`config.mk`:
```
export PLATFORM = sky130hd
export DESIGN_NAME = irq_prio_ctrl16
export DESIGN_NICKNAME = d
export VERILOG_FILES = /design/src/rtl/irq_pkg.sv /design/src/rtl/prio_enc16.sv /design/src/rtl/irq_prio_ctrl16.sv
export SDC_FILE = /design/constraint.sdc
export NUM_CORES = 1
export LEC_CHECK = 0
export ABC_AREA = 1
export ABC_CLOCK_PERIOD_IN_PS = 4100
export BUFFER_PORTS_ARGS = -buffer_cell sky130_fd_sc_hd__buf_2
export CORE_UTILIZATION = 44
export CTS_CLUSTER_DIAMETER = 120
export DETAILED_ROUTE_END_ITERATION = 8
export GPL_TIMING_DRIVEN = 1
export PLACE_DENSITY = 0.69
export SYNTH_ARGS = -nofsm -noshare
export SYNTH_HDL_FRONTEND = slang
export SYNTH_HIERARCHICAL = 1
export SYNTH_SLANG_ARGS = --single-unit
```
`constraint.sdc`:
```
create_clock -name clk -period 4.1 [get_ports clk]
set_input_delay 0.41 -clock clk [delete_from_list [all_inputs] [get_ports clk]]
set_output_delay 0.41 -clock clk [all_outputs]
set_load 0.05 [all_outputs]
```
`src/rtl/irq_pkg.sv`:
```
// Shared constants and FSM state encoding for the 16-line interrupt controller.
package irq_pkg;
  localparam int NUM_IRQ = 16;
  localparam int VEC_W   = 4;

  typedef enum logic [1:0] {
    IDLE   = 2'b00,
    VALID  = 2'b01,
    ACTIVE = 2'b10
  } state_t;
endpackage

```
`src/rtl/prio_enc16.sv`:
```
// 16-to-4 priority encoder; the highest set bit wins and any flags a non-empty input.
module prio_enc16
  import irq_pkg::*;
(
  input  logic [NUM_IRQ-1:0] req,
  output logic [VEC_W-1:0]   idx,
  output logic               any
);
  // Ascending scan, so later (higher) indices overwrite lower ones.
  always_comb begin
    idx = '0;
    for (int i = 0; i < NUM_IRQ; i++)
      if (req[i]) idx = VEC_W'(i);
  end

  assign any = |req;
endmodule

```
`src/rtl/irq_prio_ctrl16.sv`:
```
// Edge-captured, maskable 16-line interrupt controller with valid/ack/EOI handshake.
// Define IRQ_SYNC_EN to add a 2-flop synchroniser on every request line.
module irq_prio_ctrl16 #(
  parameter int          NUM_IRQ    = 16,
  parameter int          VEC_W      = 4,
  parameter logic [15:0] RESET_MASK = 16'hFFFF
) (
  input  logic               clk,
  input  logic               rst_n,
  input  logic               en,
  input  logic [NUM_IRQ-1:0] irq_req,
  input  logic               mask_we,
  input  logic [NUM_IRQ-1:0] mask_wdata,
  input  logic               irq_ack,
  input  logic               eoi,
  output logic               irq_valid,
  output logic [VEC_W-1:0]   irq_vec,
  output logic               irq_active,
  output logic [NUM_IRQ-1:0] pending,
  output logic [NUM_IRQ-1:0] mask
);
  import irq_pkg::*;

  state_t             state, state_nxt;
  logic [NUM_IRQ-1:0] req_in, req_d, req_q, rise, eligible, clr;
  logic [VEC_W-1:0]   win_idx;
  logic               win_any, grant, accept;

`ifdef IRQ_SYNC_EN
  logic [NUM_IRQ-1:0] sync1, sync2;
  always_ff @(posedge clk or negedge rst_n) begin
    if (!rst_n) begin
      sync1 <= '0;
      sync2 <= '0;
    end else begin
      sync1 <= irq_req;
      sync2 <= sync1;
    end
  end
  assign req_in = sync2;
`else
  assign req_in = irq_req;
`endif

  // req_d is the sampled request, req_q its previous value: rise = 0->1 transition.
  assign rise     = req_d & ~req_q;
  assign eligible = pending & ~mask;
  assign accept   = (state == VALID) && irq_ack;
  assign grant    = (state == IDLE) && en && win_any;

  always_comb begin
    clr = '0;
    if (accept) clr[irq_vec] = 1'b1;
  end

  prio_enc16 u_enc (
    .req (eligible),
    .idx (win_idx),
    .any (win_any)
  );

  always_ff @(posedge clk or negedge rst_n) begin
    if (!rst_n) begin
      req_d   <= '0;
      req_q   <= '0;
      pending <= '0;
      mask    <= RESET_MASK;
      irq_vec <= '0;
    end else begin
      req_d   <= req_in;
      req_q   <= req_d;
      // A fresh edge on the line being acked wins over the clear.
      pending <= (pending & ~clr) | rise;
      if (mask_we) mask <= mask_wdata;
      if (grant) irq_vec <= win_idx;
    end
  end

  always_ff @(posedge clk or negedge rst_n) begin
    if (!rst_n) state <= IDLE;
    else        state <= state_nxt;
  end

  always_comb begin
    state_nxt = state;
    case (state)
      IDLE:    if (grant)   state_nxt = VALID;
      VALID:   if (irq_ack) state_nxt = ACTIVE;
      ACTIVE:  if (eoi)     state_nxt = IDLE;
      default:              state_nxt = IDLE;
    endcase
  end

  assign irq_valid  = (state == VALID);
  assign irq_active = (state == ACTIVE);
endmodule

```
==> summary.json <==
{
  "sta": {
    "fmax_ghz": 0.606,
    "rsz0062_at_grt": "no",
    "finalSetupViolCount": 0,
    "hold_violations": 0,
    "timing_max_transition_violations_final": 0,
    "relSlewSlack": 0.486,
    "period_needed_ns": 1.65,
    "timing.hold.ws_ns": 0.148,
    "timing.final.crit_share": 0.403,
    "tns_ns": 0,
    "worstMarginPinSlew_ns": 0.772,
    "skew_final_ns": 0.0111
  },
  "yosys": {
    "postSynthCellCount": 300,
    "cell_area_synth_sq_mm": 0.00281,
    "synth.top_cells.by_area": "sky130_fd_sc_hd__dfrtp_1 (48%), sky130_fd_sc_hd__dfstp_2 (15%), sky130_fd_sc_hd__nand2_1 (13%)",
    "synth_cell_type_count": 14,
    "ys_ff_latch": 70,
    "mappedNetlistNets": 338,
    "synth_top_area_share": 0.481,
    "synthesis.yosys.warnings": 6,
    "fraction_of_the_yosys_area_taken_by_sequential_cells": 0.631,
    "synth_top_area_cell": "sky130_fd_sc_hd__dfrtp_1",
    "syn_avg_cell_area_sq_um": 9.36
  },
  "critical_path": {
    "timing.critical_path.slowest_stage_cell": "sky130_fd_sc_hd__dfstp_2",
    "cp-end-kind": "register",
    "setup.worst_path.class": "reg2reg",
    "cpMostUsedCell": "sky130_fd_sc_hd__nand2_1",
    "crit_path_max_incr_delay_ns": 0.54,
    "startpoint_type": "register",
    "crit_path_dat_ns": 1.90,
    "cp_max_fo": 3,
    "path_cells": "nor2_1 -> inv_1 -> nand2_1 -> nand2_1 -> nand2_1 -> nand2_1 -> nand2_1 -> nand2_1 -> nand2_1 -> nand2_1 -> nand2_1 -> nand2_1 -> nand2_1 -> nand2_1 -> nand2_1 -> nand2_1 -> inv_1 -> o21ai_0",
    "timing.critical_path.from": "mask[2]$_DFFE_PN1P_",
    "timing.critical_path.required_ns": 4.34,
    "r2r-start": "mask[2]$_DFFE_PN1P_"
  },
  "global_route": {
    "grt_antenna_before_repair": 0,
    "grt_start_max_net_pins": 37,
    "grt_pass1_vias": 1966,
    "grt_usage": 0.183,
    "first_pass_grt_wire_length_mm": 8.72,
    "grt-ovfl-total": 0
  },
  "layout": {
    "n_fill_cell": 529,
    "final_net_count": 422,
    "n_antenna_cell": 0,
    "highest_count_cells_in_the_layout_ignoring_fill_and_taps": "sky130_fd_sc_hd__nand2_1 (96), sky130_fd_sc_hd__buf_2 (75), sky130_fd_sc_hd__inv_1 (56)",
    "layout-area-overhead-vs-synth_pct": 23.8,
    "post_route_cells_drive_above_1_share": 0.326,
    "final_common_cell": "sky130_fd_sc_hd__nand2_1"
  },
  "floorplanning": {
    "design.die.area_sq_mm": 0.00670,
    "die_width_microns": 81.9,
    "floorplan.initialDensity": 0.466,
    "num_rows": 28,
    "chipHeight_microns": 81.9,
    "io-pin-count": 76,
    "coreArea_sq_mm": 0.00603
  },
  "clock_network": {
    "number_of_buffers_inserted_during_clock_tree_synthesis": 9,
    "clock-sinks": 70,
    "ctsHtreeMaxLevel": 3,
    "cts_max_path_buffers": 2,
    "tritoncts": "done",
    "cts_hold_buffers": 0,
    "clock_tree.root_cell": "sky130_fd_sc_hd__clkbuf_8",
    "cts_post_setup_buffers_inserted": 0,
    "cts_resized": 0,
    "cts.clk_slew.worst_paths_ns": 0.07,
    "clk_latency_ns": 0.33
  },
  "power": {
    "power.density_cell_area_mw_per_mm2": 606,
    "power.ir.vdd_worst_uv": 493,
    "power_leakage_nw": 1.94
  },
  "drt": {
    "wl_per_cell_microns": 11.6,
    "antenna_left": 0,
    "drc": 0,
    "first_pass_drt_iterations": 6,
    "avgViaCountPerCell": 4.43,
    "detailedRoute.firstIterationViolations": 90,
    "vias": 2054,
    "wirelength_mm": 5.37
  },
  "placement": {
    "portBuffers": 75,
    "finalWeightedCongestion": 0.756,
    "place.detailed.hpwl_mm": 4.07
  },
  "job": {
    "timing.max_cap.violations": 0
  },
  "status": {
    "outcome": "complete, no violations"
  },
  "worst_hold_path": {
    "holdCritPathClass": "in2async"
  }
}
-- kinds of logic after synthesis --
kind of cell | after synthesis | synth area share
flip-flops | 70 | 0.631
multiplexers | 16 | 0.0642
AND/OR/NAND/NOR | 143 | 0.196
AO/OA/AOI/OAI | 9 | 0.0178
buffers and inverters | 62 | 0.0909
-- cell type report --
type / instances / area, sq um / share of cell area
Timing Repair Buffer: 76 / 383 / 0.110
Sequential cell: 70 / 1770 / 0.510
Clock inverter: 5 / 82.6 / 0.0238
Tap cell: 75 / 93.8 / 0.0270
Inverter: 59 / 221 / 0.0637
Clock buffer: 11 / 141 / 0.0407
Multi-Input combinational cell: 168 / 781 / 0.225
-- through the flow --
| step | area (sq um) | total power [mW] | setup slack (ns) | util | instances |
|---|---|---|---|---|---|
| after global routing | 3470 | 2.23 | 2.22 | 0.577 | 464 |
| after global placement | 3250 | 1.50 | 2.56 | 0.539 | 448 |
| after detailed placement | 3250 | 1.52 | 2.50 | 0.539 | 448 |
| after floorplan | 2810 | 1.35 | 2.40 | - | 300 |
| after CTS | 3470 | 2.13 | 2.46 | 0.577 | 464 |
| final | 3470 | 2.10 | 2.45 | 0.577 | 464 |
-- worst paths after layout --
path                                     endpoint  slack (ns)  cells after the start
hold / removal                 req_q[3]$_DFF_PN0_        0.15                      1
hold reg to reg                req_q[9]$_DFF_PN0_        0.38                      0
max in group asynchronous    mask[13]$_DFFE_PN1P_        3.00                      2
setup reg to reg           irq_vec[0]$_DFFE_PN0P_        2.45                     18
setup / recovery           irq_vec[0]$_DFFE_PN0P_        2.45                     18
min in group clk              req_d[12]$_DFF_PN0_        0.18                      1
-- routing by layer --
metal / part of all wire / vias up / routed length [microns] / GRT usage
li1: - / 1061 / - / -
met1: 0.43 / 936 / 2330 / 0.221
met2: 0.50 / 52 / 2660 / 0.289
met3: 0.057 / 5 / 304 / 0.0611
met4: 0.013 / 0 / 71 / 0.100
met5: 0 / - / 0 / 0
-- flip-flops by register name, indices dropped and copies added (netlist names) --
signal   flops
irq_vec      4
req_q       16
req_d       16
mask        16
pending     16
state        2
-- power breakdown --
group / leakage (nW) / switching [mW] / total [mW] / internal, mW
combinational: 1.07 / 0.474 / 0.629 / 0.156
sequential: 0.755 / 0.0831 / 0.872 / 0.789
clock: 0.113 / 0.242 / 0.603 / 0.360
-- cells in the mapped netlist, drive strengths merged --
cell type	number
o31ai	1
nand2	96
nor2	41
buf	3
mux2	16
nor4	1
nand3	5
o21bai	1
dfstp	16
inv	59
o21ai	7
dfrtp	54
-- worst max-delay path, delay by kind of cell (launching register included) --
kind            cells  cell delay, ns
buf+inv             2            0.08
simple gates       15            0.78
compound gates      1            0.14
flops               1            0.54
Note: power is estimated with default switching activity, not from simulation.
